--- src/rtl/uart_packet_framer_pkg.sv ---
// Shared types for the UART packet framer.
//   UART_PACKET    : upstream byte-stream beat (header fields plus one data byte)
//   FRAMER_STATE   : framer FSM encoding, also exported on the debug port
//   UART_SYNC_BYTE : default first byte of every transmitted frame
package uart_packet_framer_pkg;

  localparam logic [7:0] UART_SYNC_BYTE = 8'h55;

  typedef struct packed {
    logic [7:0] Source;
    logic [7:0] Destination;
    logic [7:0] Length;
    logic       SoP;
    logic       EoP;
    logic       Valid;
    logic [7:0] Data;
  } UART_PACKET;

  typedef enum logic [2:0] {
    IDLE      = 3'd0,
    COLLECT   = 3'd1,
    SEND_HDR  = 3'd2,
    SEND_DATA = 3'd3,
    WAIT_UART = 3'd4
  } FRAMER_STATE;

endpackage

--- src/rtl/uart_packet_framer_if.sv ---
// Bus bundle between the packet source, the framer and the UART transmitter.
//   ipTxStream : packet beats from upstream (a byte is offered when Valid=1)
//   opTxReady  : framer ready level
//   opUartData : byte for the UART transmitter
//   opUartSend : one-cycle start pulse for opUartData
//   ipUartBusy : UART transmitter shifting a byte
//   opOverflow : sticky, payload bytes were dropped in the current packet
//   opBusy     : framer holds a packet (collecting or transmitting)
//
// Handshake: a beat is taken on a rising clock edge where Valid=1 and opTxReady=1.
// The framer then drops opTxReady for at least one cycle; that 1->0 transition is
// the acknowledge, and the source may present its next beat. A Valid beat seen
// while opTxReady=0 is ignored. On the UART side, opUartSend is only pulsed when
// ipUartBusy=0, and the framer then waits for ipUartBusy to rise and fall again.
interface uart_packet_framer_if;
  import uart_packet_framer_pkg::*;

  UART_PACKET ipTxStream;
  logic       opTxReady;
  logic [7:0] opUartData;
  logic       opUartSend;
  logic       ipUartBusy;
  logic       opOverflow;
  logic       opBusy;

  // Upstream source and UART transmitter side
  modport master (
    output ipTxStream,
    output ipUartBusy,
    input  opTxReady,
    input  opUartData,
    input  opUartSend,
    input  opOverflow,
    input  opBusy
  );

  // Framer side
  modport slave (
    input  ipTxStream,
    input  ipUartBusy,
    output opTxReady,
    output opUartData,
    output opUartSend,
    output opOverflow,
    output opBusy
  );

endinterface

--- src/rtl/framer_payload_buffer.sv ---
// Payload store for the framer: DEPTH x 8 register file, one write port and one
// synchronous read port (rd_data reflects rd_addr one clock later).
//   clk     : clock
//   wr_en   : write strobe
//   wr_addr : write address (writes at or beyond DEPTH are discarded)
//   wr_data : write data
//   rd_addr : read address
//   rd_data : registered read data
// Contents are not reset; they are always written before being read.
module framer_payload_buffer #(
  parameter int DEPTH = 16
) (
  input  logic       clk,
  input  logic       wr_en,
  input  logic [7:0] wr_addr,
  input  logic [7:0] wr_data,
  input  logic [7:0] rd_addr,
  output logic [7:0] rd_data
);

  localparam int         AW        = (DEPTH > 1) ? $clog2(DEPTH) : 1;
  localparam logic [7:0] DEPTH_LIM = 8'(DEPTH);

  logic [7:0] mem [2**AW];
  logic [7:0] rd_data_d;
  logic [7:0] rd_data_q;

  always_ff @(posedge clk) begin
    if (wr_en && (wr_addr < DEPTH_LIM)) begin
      mem[wr_addr[AW-1:0]] <= wr_data;
    end
  end

  always_comb begin
    rd_data_d = 8'h00;
    if (rd_addr < DEPTH_LIM) begin
      rd_data_d = mem[rd_addr[AW-1:0]];
    end
  end

  always_ff @(posedge clk) begin
    rd_data_q <= rd_data_d;
  end

  assign rd_data = rd_data_q;

endmodule

--- src/rtl/uart_packet_framer.sv ---
// UART packet framer: collects one packet (SoP..EoP) from the byte stream,
// buffers its payload, then sends SYNC, DEST, SRC, LENGTH, payload to the UART
// byte transmitter, one byte per UART busy cycle.
//   ipClk      : clock
//   ipReset    : asynchronous active-high reset
//   bus        : stream / UART bundle (slave side), see uart_packet_framer_if
//   opDbgState : current FSM state for observation
module uart_packet_framer
  import uart_packet_framer_pkg::*;
#(
  parameter logic [7:0] SYNC_BYTE  = UART_SYNC_BYTE,
  parameter int         MAX_LENGTH = 16
) (
  input  logic                 ipClk,
  input  logic                 ipReset,
  uart_packet_framer_if.slave  bus,
  output FRAMER_STATE          opDbgState
);

  localparam logic [7:0] MAX_COUNT = 8'(MAX_LENGTH);

  FRAMER_STATE state_q, state_d;
  logic        tx_ready_q, tx_ready_d;
  logic [7:0]  uart_data_q, uart_data_d;
  logic        uart_send_q, uart_send_d;
  logic        overflow_q, overflow_d;
  logic [7:0]  count_q, count_d;
  logic [7:0]  rd_ptr_q, rd_ptr_d;
  logic [2:0]  hdr_idx_q, hdr_idx_d;
  logic        seen_busy_q, seen_busy_d;
  logic [7:0]  src_q, src_d;
  logic [7:0]  dst_q, dst_d;

  UART_PACKET  pkt;
  logic        accept;
  logic        start_pkt;
  logic        wr_en;
  logic [7:0]  wr_addr;
  logic [7:0]  rd_data;
  logic [7:0]  hdr_byte;
  logic        unused_length;

  assign pkt = bus.ipTxStream;
  // Length is informational only; the frame carries the stored byte count.
  assign unused_length = ^pkt.Length;

  // tx_ready_q is only ever set in IDLE/COLLECT, the state test keeps it explicit.
  assign accept    = pkt.Valid && tx_ready_q &&
                     ((state_q == IDLE) || (state_q == COLLECT));
  assign start_pkt = accept && pkt.SoP;

  always_comb begin
    hdr_byte = count_q;
    case (hdr_idx_q[1:0])
      2'd0:    hdr_byte = SYNC_BYTE;
      2'd1:    hdr_byte = dst_q;
      2'd2:    hdr_byte = src_q;
      default: hdr_byte = count_q;
    endcase
  end

  always_comb begin
    state_d     = state_q;
    tx_ready_d  = 1'b0;
    uart_data_d = uart_data_q;
    uart_send_d = 1'b0;
    overflow_d  = overflow_q;
    count_d     = count_q;
    rd_ptr_d    = rd_ptr_q;
    hdr_idx_d   = hdr_idx_q;
    seen_busy_d = seen_busy_q;
    src_d       = src_q;
    dst_d       = dst_q;
    wr_en       = 1'b0;
    wr_addr     = count_q;

    // Payload capture, shared by IDLE and COLLECT. SoP always (re)starts a packet.
    if (start_pkt) begin
      wr_en      = 1'b1;
      wr_addr    = 8'd0;
      count_d    = 8'd1;
      overflow_d = 1'b0;
      src_d      = pkt.Source;
      dst_d      = pkt.Destination;
      rd_ptr_d   = 8'd0;
      hdr_idx_d  = 3'd0;
    end else if (accept && (state_q == COLLECT)) begin
      if (count_q < MAX_COUNT) begin
        wr_en   = 1'b1;
        wr_addr = count_q;
        count_d = count_q + 8'd1;
      end else begin
        overflow_d = 1'b1;
      end
    end

    case (state_q)
      IDLE: begin
        // Stray beats without SoP are acked but change nothing else.
        tx_ready_d = !accept;
        if (start_pkt) begin
          state_d = pkt.EoP ? SEND_HDR : COLLECT;
        end
      end

      COLLECT: begin
        tx_ready_d = !accept;
        if (accept && pkt.EoP) begin
          state_d    = SEND_HDR;
          tx_ready_d = 1'b0;
        end
      end

      SEND_HDR: begin
        if (!bus.ipUartBusy) begin
          uart_data_d = hdr_byte;
          uart_send_d = 1'b1;
          hdr_idx_d   = hdr_idx_q + 3'd1;
          seen_busy_d = 1'b0;
          state_d     = WAIT_UART;
        end
      end

      SEND_DATA: begin
        // rd_ptr_q has been stable through the preceding WAIT_UART, so the
        // registered read data already matches it.
        if (!bus.ipUartBusy) begin
          uart_data_d = rd_data;
          uart_send_d = 1'b1;
          rd_ptr_d    = rd_ptr_q + 8'd1;
          seen_busy_d = 1'b0;
          state_d     = WAIT_UART;
        end
      end

      WAIT_UART: begin
        // Byte is done only after busy has been seen high and then low.
        if (!seen_busy_q) begin
          if (bus.ipUartBusy) begin
            seen_busy_d = 1'b1;
          end
        end else if (!bus.ipUartBusy) begin
          seen_busy_d = 1'b0;
          if (hdr_idx_q != 3'd4) begin
            state_d = SEND_HDR;
          end else if (rd_ptr_q == count_q) begin
            state_d   = IDLE;
            rd_ptr_d  = 8'd0;
            hdr_idx_d = 3'd0;
          end else begin
            state_d = SEND_DATA;
          end
        end
      end

      default: begin
        state_d = IDLE;
      end
    endcase
  end

  always_ff @(posedge ipClk or posedge ipReset) begin
    if (ipReset) begin
      state_q     <= IDLE;
      tx_ready_q  <= 1'b0;
      uart_data_q <= 8'h00;
      uart_send_q <= 1'b0;
      overflow_q  <= 1'b0;
      count_q     <= 8'd0;
      rd_ptr_q    <= 8'd0;
      hdr_idx_q   <= 3'd0;
      seen_busy_q <= 1'b0;
      src_q       <= 8'h00;
      dst_q       <= 8'h00;
    end else begin
      state_q     <= state_d;
      tx_ready_q  <= tx_ready_d;
      uart_data_q <= uart_data_d;
      uart_send_q <= uart_send_d;
      overflow_q  <= overflow_d;
      count_q     <= count_d;
      rd_ptr_q    <= rd_ptr_d;
      hdr_idx_q   <= hdr_idx_d;
      seen_busy_q <= seen_busy_d;
      src_q       <= src_d;
      dst_q       <= dst_d;
    end
  end

  framer_payload_buffer #(
    .DEPTH (MAX_LENGTH)
  ) u_payload_buffer (
    .clk     (ipClk),
    .wr_en   (wr_en),
    .wr_addr (wr_addr),
    .wr_data (pkt.Data),
    .rd_addr (rd_ptr_q),
    .rd_data (rd_data)
  );

  assign bus.opTxReady  = tx_ready_q;
  assign bus.opUartData = uart_data_q;
  assign bus.opUartSend = uart_send_q;
  assign bus.opOverflow = overflow_q;
  assign bus.opBusy     = (state_q != IDLE);
  assign opDbgState     = state_q;

endmodule

--- src/flat_wrapper.sv ---
// flat-port wrapper written by rule: the top's interface ports become plain ports
module uart_packet_framer_flat import uart_packet_framer_pkg::*;
#(
  parameter logic [7:0] SYNC_BYTE  = UART_SYNC_BYTE,
  parameter int         MAX_LENGTH = 16
)
  (ipClk, ipReset, opDbgState, bus_ipTxStream, bus_ipUartBusy, bus_opTxReady, bus_opUartData, bus_opUartSend, bus_opOverflow, bus_opBusy);
  uart_packet_framer_if bus_i ();
  input  logic ipClk;
  input  logic ipReset;
  output FRAMER_STATE opDbgState;
  input wire logic [$bits(bus_i.ipTxStream)-1:0] bus_ipTxStream;
  input wire logic [$bits(bus_i.ipUartBusy)-1:0] bus_ipUartBusy;
  output wire logic [$bits(bus_i.opTxReady)-1:0] bus_opTxReady;
  output wire logic [$bits(bus_i.opUartData)-1:0] bus_opUartData;
  output wire logic [$bits(bus_i.opUartSend)-1:0] bus_opUartSend;
  output wire logic [$bits(bus_i.opOverflow)-1:0] bus_opOverflow;
  output wire logic [$bits(bus_i.opBusy)-1:0] bus_opBusy;
  assign bus_i.ipTxStream = bus_ipTxStream;
  assign bus_i.ipUartBusy = bus_ipUartBusy;
  assign bus_opTxReady = bus_i.opTxReady;
  assign bus_opUartData = bus_i.opUartData;
  assign bus_opUartSend = bus_i.opUartSend;
  assign bus_opOverflow = bus_i.opOverflow;
  assign bus_opBusy = bus_i.opBusy;
  uart_packet_framer #(.SYNC_BYTE(SYNC_BYTE), .MAX_LENGTH(MAX_LENGTH)) u_core (.ipClk(ipClk), .ipReset(ipReset), .bus(bus_i), .opDbgState(opDbgState));
endmodule
--- config.mk ---
export PLATFORM = sky130hd
export DESIGN_NAME = uart_packet_framer_flat
export DESIGN_NICKNAME = d
export VERILOG_FILES = /design/src/rtl/uart_packet_framer_pkg.sv /design/src/rtl/uart_packet_framer_if.sv /design/src/rtl/framer_payload_buffer.sv /design/src/rtl/uart_packet_framer.sv /design/src/flat_wrapper.sv
export SDC_FILE = /design/constraint.sdc
export NUM_CORES = 1
export LEC_CHECK = 0
export CAP_MARGIN = 20
export CORE_MARGIN = 2
export CORE_UTILIZATION = 50
export DETAILED_ROUTE_END_ITERATION = 7
export GPL_TIMING_DRIVEN = 0
export HOLD_SLACK_MARGIN = 0.15
export PLACE_DENSITY = 0.75
export SETUP_SLACK_MARGIN = 0.15
export SLEW_MARGIN = 15
export SYNTH_ARGS = -nofsm -noshare
export SYNTH_HDL_FRONTEND = slang
export SYNTH_SLANG_ARGS = --single-unit
--- constraint.sdc ---
create_clock -name ipClk -period 4.9 [get_ports ipClk]
set_input_delay 0.98 -clock ipClk [delete_from_list [all_inputs] [get_ports ipClk]]
set_output_delay 0.98 -clock ipClk [all_outputs]
set_load 0.005 [all_outputs]
Yosys cells after proc, flatten, opt, wreduce, memory -nomap -nowiden
Memories as Yosys holds them, arrays and structs flattened. A register that Yosys moved wholly into a read port is not among the register bits.
Cells that the tools add are included.

word-level totals
  flip-flop bits (word level) = 50
  bits in writable memories = 128
  input bits = 38
  output and inout port bits = 15
  word-level logic and storage cells = 102
  memories kept = 1

memory list
  memory                       depth  width  read ports  clocked after Yosys merged registers in  write ports  RTL line                     text
  u_core.u_payload_buffer.mem  16     8      1           1                                        1            framer_payload_buffer.sv:24  logic [7:0] mem [2**AW];

cells by class
  $add $sub $neg = 3
  $lt $le $gt $ge = 3
  equality and inequality tests = 16
  multiplexer cells = 46
  reduce and logical (&&, ||, !) cells = 22

operator list
  cell                 number
  $mux 8               12
  $mux 3               12
  $pmux 8 s2           2
  $lt 8x5->1 const B   3
  $pmux 8 s3           1
  $add 8x1->8 const B  2
  $mux 1               13
  $pmux 3 s4           1
  $ne 2x2->1 const B   5
  $eq 8x8->1           1
  $reduce_bool 2->1    4
  $eq 3x2->1 const B   2
  $logic_and 1x1->1    6
  $ne 2x1->1 const B   3
  $pmux 3 s2           1
  $reduce_and 2->1     3
  $reduce_and 5->1     1
  $mux 2               2
  $pmux 1 s2           2
  $add 3x1->3 const B  1
  $eq 3x1->1 const B   1
  $eq 3x3->1 const B   1
  $logic_not 3->1      1
  $ne 3x3->1 const B   1
  other kinds (8)      9

Depth between registers and ports, before layout
  depth in word-level cells = 10
  gate-level depth with buffers = 7
  depth with buffers taken out = 6

Cells and area by module
Synthesis repeated with hierarchy kept, for this count alone.

unflattened totals
  cell total of the unflattened synthesis = 565
  area, all modules = 7910.1 um^2

modules (own cells, without submodules)
  module                 instances  cells each  area each (um^2)  sequential area each (um^2)
  framer_payload_buffer  1          255         5197.5            4003.8
  uart_packet_framer     1          310         2712.6            1251.2

Worst setup path after synthesis
No wires, ideal clock.

  path kind = input to register
  start point = input port bus_ipTxStream[8]
  end point = memory u_core.u_payload_buffer.mem[3][0], enable pin
  library setup time = 0.370 ns
  data arrival time = 2.141 ns
  data required time = 4.530 ns
  path slack = 2.388 ns
  cell stages on the path = 6
  path buffers = 2
  cell sequence = and4bb_1 > buf_6 > and3_1 > buf_6 > nand4b_4 > nor2_1

on the way
  longest elaborated chain between the ends = 8
  elaborated cells on any way between the ends = 11
  those cells by class = order compare: 1; mux: 5; reduce/logical: 5

ends and longest elaborated chain
  item                                         RTL line                                               text
  start: declaration                           flat_wrapper.sv:12                                     input wire logic [$bits(bus_i.ipTxStream)-1:0] bus_ipTxStream;
  $logic_and 1x1->1 (*) (2 in a row)           uart_packet_framer.sv:48                               assign accept = pkt.Valid && tx_ready_q &&
  $logic_and 1x1->1, on equally long branches  uart_packet_framer.sv:50, uart_packet_framer.sv:87
  $mux 8 / $mux 1 (equally long branches)      uart_packet_framer.sv:78, uart_packet_framer.sv:87
  $lt 8x5->1 / $mux 1 (equally long branches)  framer_payload_buffer.sv:29, uart_packet_framer.sv:78
  $logic_and 1x1->1                            framer_payload_buffer.sv:29                            if (wr_en && (wr_addr < DEPTH_LIM)) begin
  $mux 1                                       framer_payload_buffer.sv:29
  $mux 1 (implied by the code)                 framer_payload_buffer.sv:30                            mem[wr_addr[AW-1:0]] <= wr_data;
  end: declaration                             framer_payload_buffer.sv:24

Every way passes the cells marked *; elsewhere a longest branch is shown, timed or not.

Worst setup path after layout
  start point = input port bus_ipTxStream[8]
  end point = memory u_core.u_payload_buffer.mem[4][2], enable pin

Same word-level chain as after synthesis.

==> Implementation_results.wiki <==
{| class="wikitable"
! Metric !! Value
|-
| Area growth syn-to-layout || 15.8%
|-
| Share of the synthesized area in compound gates (AO/OA/AOI/OAI) || 6.95%
|-
| Final-report max-slew violation count || 0
|-
| Fin worst setup slack || 1.93 ns
|-
| Post-synthesis async set-or-reset flop share || 26.9%
|-
| Layout Cell Area excl Fill || 9330 µm²
|-
| Kind of critical path || input pin to flip-flop
|-
| # placed instances || 803
|-
| Critical path buffers and inverters || 3
|-
| Crit path from || bus_ipTxStream[8]
|-
| Worst r2r src || u_core.count_q[4]
|-
| Peak per-stage delay on the critical path || 0.67 ns
|-
| Kind of start point of the critical path || input pin
|-
| Post-layout power || 4.75 mW
|-
| TritonCTS clock tree || done
|-
| Wire length of the first global-routing pass || 27,400 µm
|-
| Most numerous cell on the critical path || sky130_fd_sc_hd__buf_6
|-
| Diode insertion count for antenna repair || 0
|-
| Part of the Yosys area used for sequential elements || 65.3%
|-
| Die Span X || 131 µm
|-
| Clk buf depth || 2
|-
| Combinational family with the most area after synthesis || multiplexers
|-
| # Max-Cap Violations || 0
|-
| Final Hold Slack || 0.480 ns
|-
| Area of the mapped netlist || 8050 µm²
|-
| Pwr per Cell Area || 510 nW/µm²
|-
| H-tree Lvls || 4
|-
| Remaining routing DRC violations || 0
|-
| Initial core utilization || 50.9%
|-
| Result of the run || completed
|-
| Detail-routed via count per cell || 5.88
|-
| Estimated wirelength of the detail-placed design || 11,900 µm
|-
| Total count of hold-check failures in the final report || 0
|-
| Xor and xnor area share after synthesis || 1.31%
|-
| Largest vdd supply drop || 0.314 mV
|-
| CORE AREA || 15,800 µm²
|-
| CTS clk-pin slew, worst paths || 0.07 ns
|-
| Proportion of synthesized area in mux cells || 11.6%
|-
| Number of nets produced by synthesis || 586
|-
| Count of routing violations after the opening detailed-route iteration || 458
|-
| Worst-Margin Slew || 0.841 ns
|-
| Row count || 46
|-
| Later-pin clock latency in the skew report || 0.43 ns
|-
| Number of buffers inserted to repair setup after CTS || 0
|-
| Final Net Count || 650
|-
| Fraction of final layout cells with drive strength greater than 1 || 17.8%
|-
| Synthesized-area fraction occupied by adder cells || 0.933%
|-
| Total vias in the final route || 4,900
|-
| Top fanout value on the critical path || 9
|-
| Area share of and/or/nand/nor cells after synthesis || 10.3%
|-
| Antenna Nets Post-Route || 0
|-
| Min Clock Period, post-route || 2.97 ns
|-
| Overflow left after global routing || 0
|-
| Normalized max-slew margin || 43.7%
|-
| I/O pin count || 53
|-
| Average size of a mapped cell || 14.9 µm²
|-
| Port Buffer Count || 44
|-
| Number of endpoints failing setup at the final stage || 0
|-
| Tightest Hold Check Type || flip-flop to flip-flop
|-
| Pin count of the biggest net entering global routing || 29
|-
| CP Data Arrival Time || 3.02 ns
|-
| Maximum clock frequency || 0.337 GHz
|-
| Pre-Repair DR Iteration Count || 5
|-
| Required time of the worst setup path || 4.96 ns
|-
| Endpoint kind of the worst setup timing path || flip-flop
|-
| Wire length reported by the detailed router || 17,500 µm
|-
| Worst slack after detailed placement || 1.47 ns
|-
| Unrepaired setup endpoints after global routing || no
|-
| Number of synthesis warnings || 0
|-
| Final RePlAce weighted congestion || 0.813
|-
| Setup TNS Final || 0 ns
|-
| CP max stage cell || sky130_fd_sc_hd__nor2_1
|-
| Number of non-filler instances in the completed layout || 833
|-
| Number of global-route vias before repair || 4,988
|-
| Number of hold-repair buffers added at the cts stage || 0
|-
| Count of flip-flops with a built-in enable after synthesis || 128
|-
| Period utilization || 60.5%
|-
| Cells after Synth || 542
|-
| Cell family with most CP delay || simple AND/OR/NAND/NOR gates
|-
| Height of the die || 131 µm
|-
| Total routing usage reported by global routing || 21.9%
|-
| Fin util || 58.9%
|-
| Ys flop type || sky130_fd_sc_hd__edfxtp_1
|-
| Crit path cell chain || clkdlybuf4s50_1 -> and4bb_1 -> buf_6 -> and3_1 -> buf_6 -> nand3_1 -> nor2_1
|-
| Startpoint of the lowest-slack hold path || u_core.dst_q[6]
|-
| Total CTS buffers || 17
|-
| Die Outline Area || 17,100 µm²
|-
| Detail-routed net length per standard cell || 21.0 µm
|-
| CTS Sinks || 186
|-
| Leak pwr || 3.29 nW
|-
| Layout Skew || 0.0102 ns
|-
| Post-CTS sizing || 0
|-
| Placed Instance Area || 8780 µm²
|-
| Library cells used by synthesis || 68
|-
| Number of storage elements in the synthesis netlist || 186
|-
| Clock root cell || sky130_fd_sc_hd__clkbuf_16
|-
| Antenna violations before repair || 0
|}
kinds of logic after synthesis:
| logic type | after synthesis |
|---|---|
| XOR/XNOR | 12 |
| AO/OA/AOI/OAI | 79 |
| flip-flops | 186 |
| AND/OR/NAND/NOR | 158 |
| buffers and inverters | 48 |
| multiplexers | 53 |
| adder cells (fa/ha/maj) | 6 |
Yosys cell counts, drive strengths merged, types with 2 or more instances:
cell | count | area, µm²
nor4 | 4 | 37.5
mux2 | 3 | 33.8
xnor2 | 10 | 87.6
xor2 | 2 | 17.5
a221oi | 5 | 43.8
dfxtp | 8 | 160
o22ai | 21 | 138
nor2 | 29 | 109
dfrtp | 50 | 1250
nor3b | 3 | 38.8
a21oi | 7 | 38.8
nand3 | 10 | 50.1
nor3 | 8 | 55.1
nor2b | 4 | 25.0
a22oi | 3 | 22.5
ha | 6 | 75.1
and3 | 4 | 25.0
clkbuf | 10 | 37.5
a211oi | 2 | 15.0
mux4 | 32 | 721
and2 | 4 | 25.0
a221o | 3 | 30.0
or3b | 2 | 20.0
edfxtp | 128 | 3840
nand4b | 2 | 47.6
buf | 28 | 219
nand4 | 6 | 52.6
a31oi | 2 | 12.5
inv | 9 | 33.8
nand2b | 4 | 25.0
mux2i | 18 | 180
o21ai | 21 | 109
nand2 | 73 | 274
final cells by class:
cell class / count / area, µm²
fillers: 1210 / 6500
plain buffers: 38 / 256
clock inverters: 12 / 115
inverters: 10 / 37.5
clock buffers: 18 / 429
flip-flops and latches: 186 / 5260
well taps: 216 / 270
multi-input cells: 308 / 2500
repair buffers: 45 / 460
metal layers:
| metal | share of wire (%) | up-vias | GRT usage, % |
|---|---|---|---|
| met5 | 0 | - | 0 |
| met4 | 1.5 | 0 | 6.63 |
| met3 | 6.6 | 27 | 4.56 |
| met2 | 50 | 204 | 36.4 |
| met1 | 42 | 2479 | 29.6 |
| li1 | - | 2190 | - |
cell usage in the layout (no fill, tap or decap), drive strengths merged, types with 2 or more instances in the layout:
| cell type | instances |
|---|---|
| xor2 | 2 |
| and3 | 4 |
| nand2b | 4 |
| nor2 | 29 |
| buf | 29 |
| or3b | 2 |
| o22ai | 21 |
| dfrtp | 50 |
| inv | 15 |
| dfxtp | 8 |
| mux2 | 3 |
| nor3b | 3 |
| a31oi | 2 |
| o21ai | 21 |
| xnor2 | 10 |
| edfxtp | 128 |
| mux4 | 32 |
| a22oi | 3 |
| nor4 | 4 |
| a211oi | 2 |
| ha | 6 |
| nand2 | 73 |
| mux2i | 18 |
| nor2b | 4 |
| clkinv | 5 |
| clkbuf | 28 |
| nand4b | 2 |
| nand4 | 6 |
| nor3 | 8 |
| nand3 | 10 |
| clkdlybuf4s50 | 44 |
| a221oi | 5 |
| a21oi | 7 |
| a221o | 3 |
| and2 | 4 |
state kept, by name, summed over array words and instances, names as in the netlist:
signal,cells
u_core.bus.opOverflow,1
u_core.dst_q,8
u_core.u_payload_buffer.rd_data,8
u_core.count_q,8
u_core.src_q,8
u_core.rd_ptr_q,8
u_core.bus.opTxReady,1
u_core.hdr_idx_q,3
u_core.opDbgState,3
u_core.u_payload_buffer.mem,128
u_core.bus.opUartSend,1
u_core.seen_busy_q,1
u_core.bus.opUartData,8
worst reg2reg max path, stage by stage, from the launching register on:
cell	delay [ns]
sky130_fd_sc_hd__dfrtp_1	0.44
sky130_fd_sc_hd__nor4_2	0.42
sky130_fd_sc_hd__and3_1	0.23
sky130_fd_sc_hd__buf_6	0.16
sky130_fd_sc_hd__nand3_1	0.18
sky130_fd_sc_hd__nor2_1	0.68
path summary, 6_finish.rpt:
kind,depth (start not counted),slack [ns],endpoint
worst max-delay path,7,1.93,u_core.u_payload_buffer.mem[4][2]
max in group asynchronous,3,3.45,u_core.rd_ptr_q[6]
min in group asynchronous,2,0.91,u_core.src_q[5]
worst min register to register,2,0.48,u_core.dst_q[6]
worst min-delay path,2,0.48,u_core.dst_q[6]
worst max register to register,5,2.42,u_core.u_payload_buffer.mem[4][2]
report_power, final:
| part | leakage, nW | internal (mW) | total (mW) | switching (mW) |
|---|---|---|---|---|
| registers | 1.87 | 1.90 | 2.03 | 0.130 |
| logic | 1.15 | 0.667 | 1.43 | 0.765 |
| clock network | 0.264 | 0.702 | 1.29 | 0.586 |
Note: power is estimated with default switching activity, not from simulation.
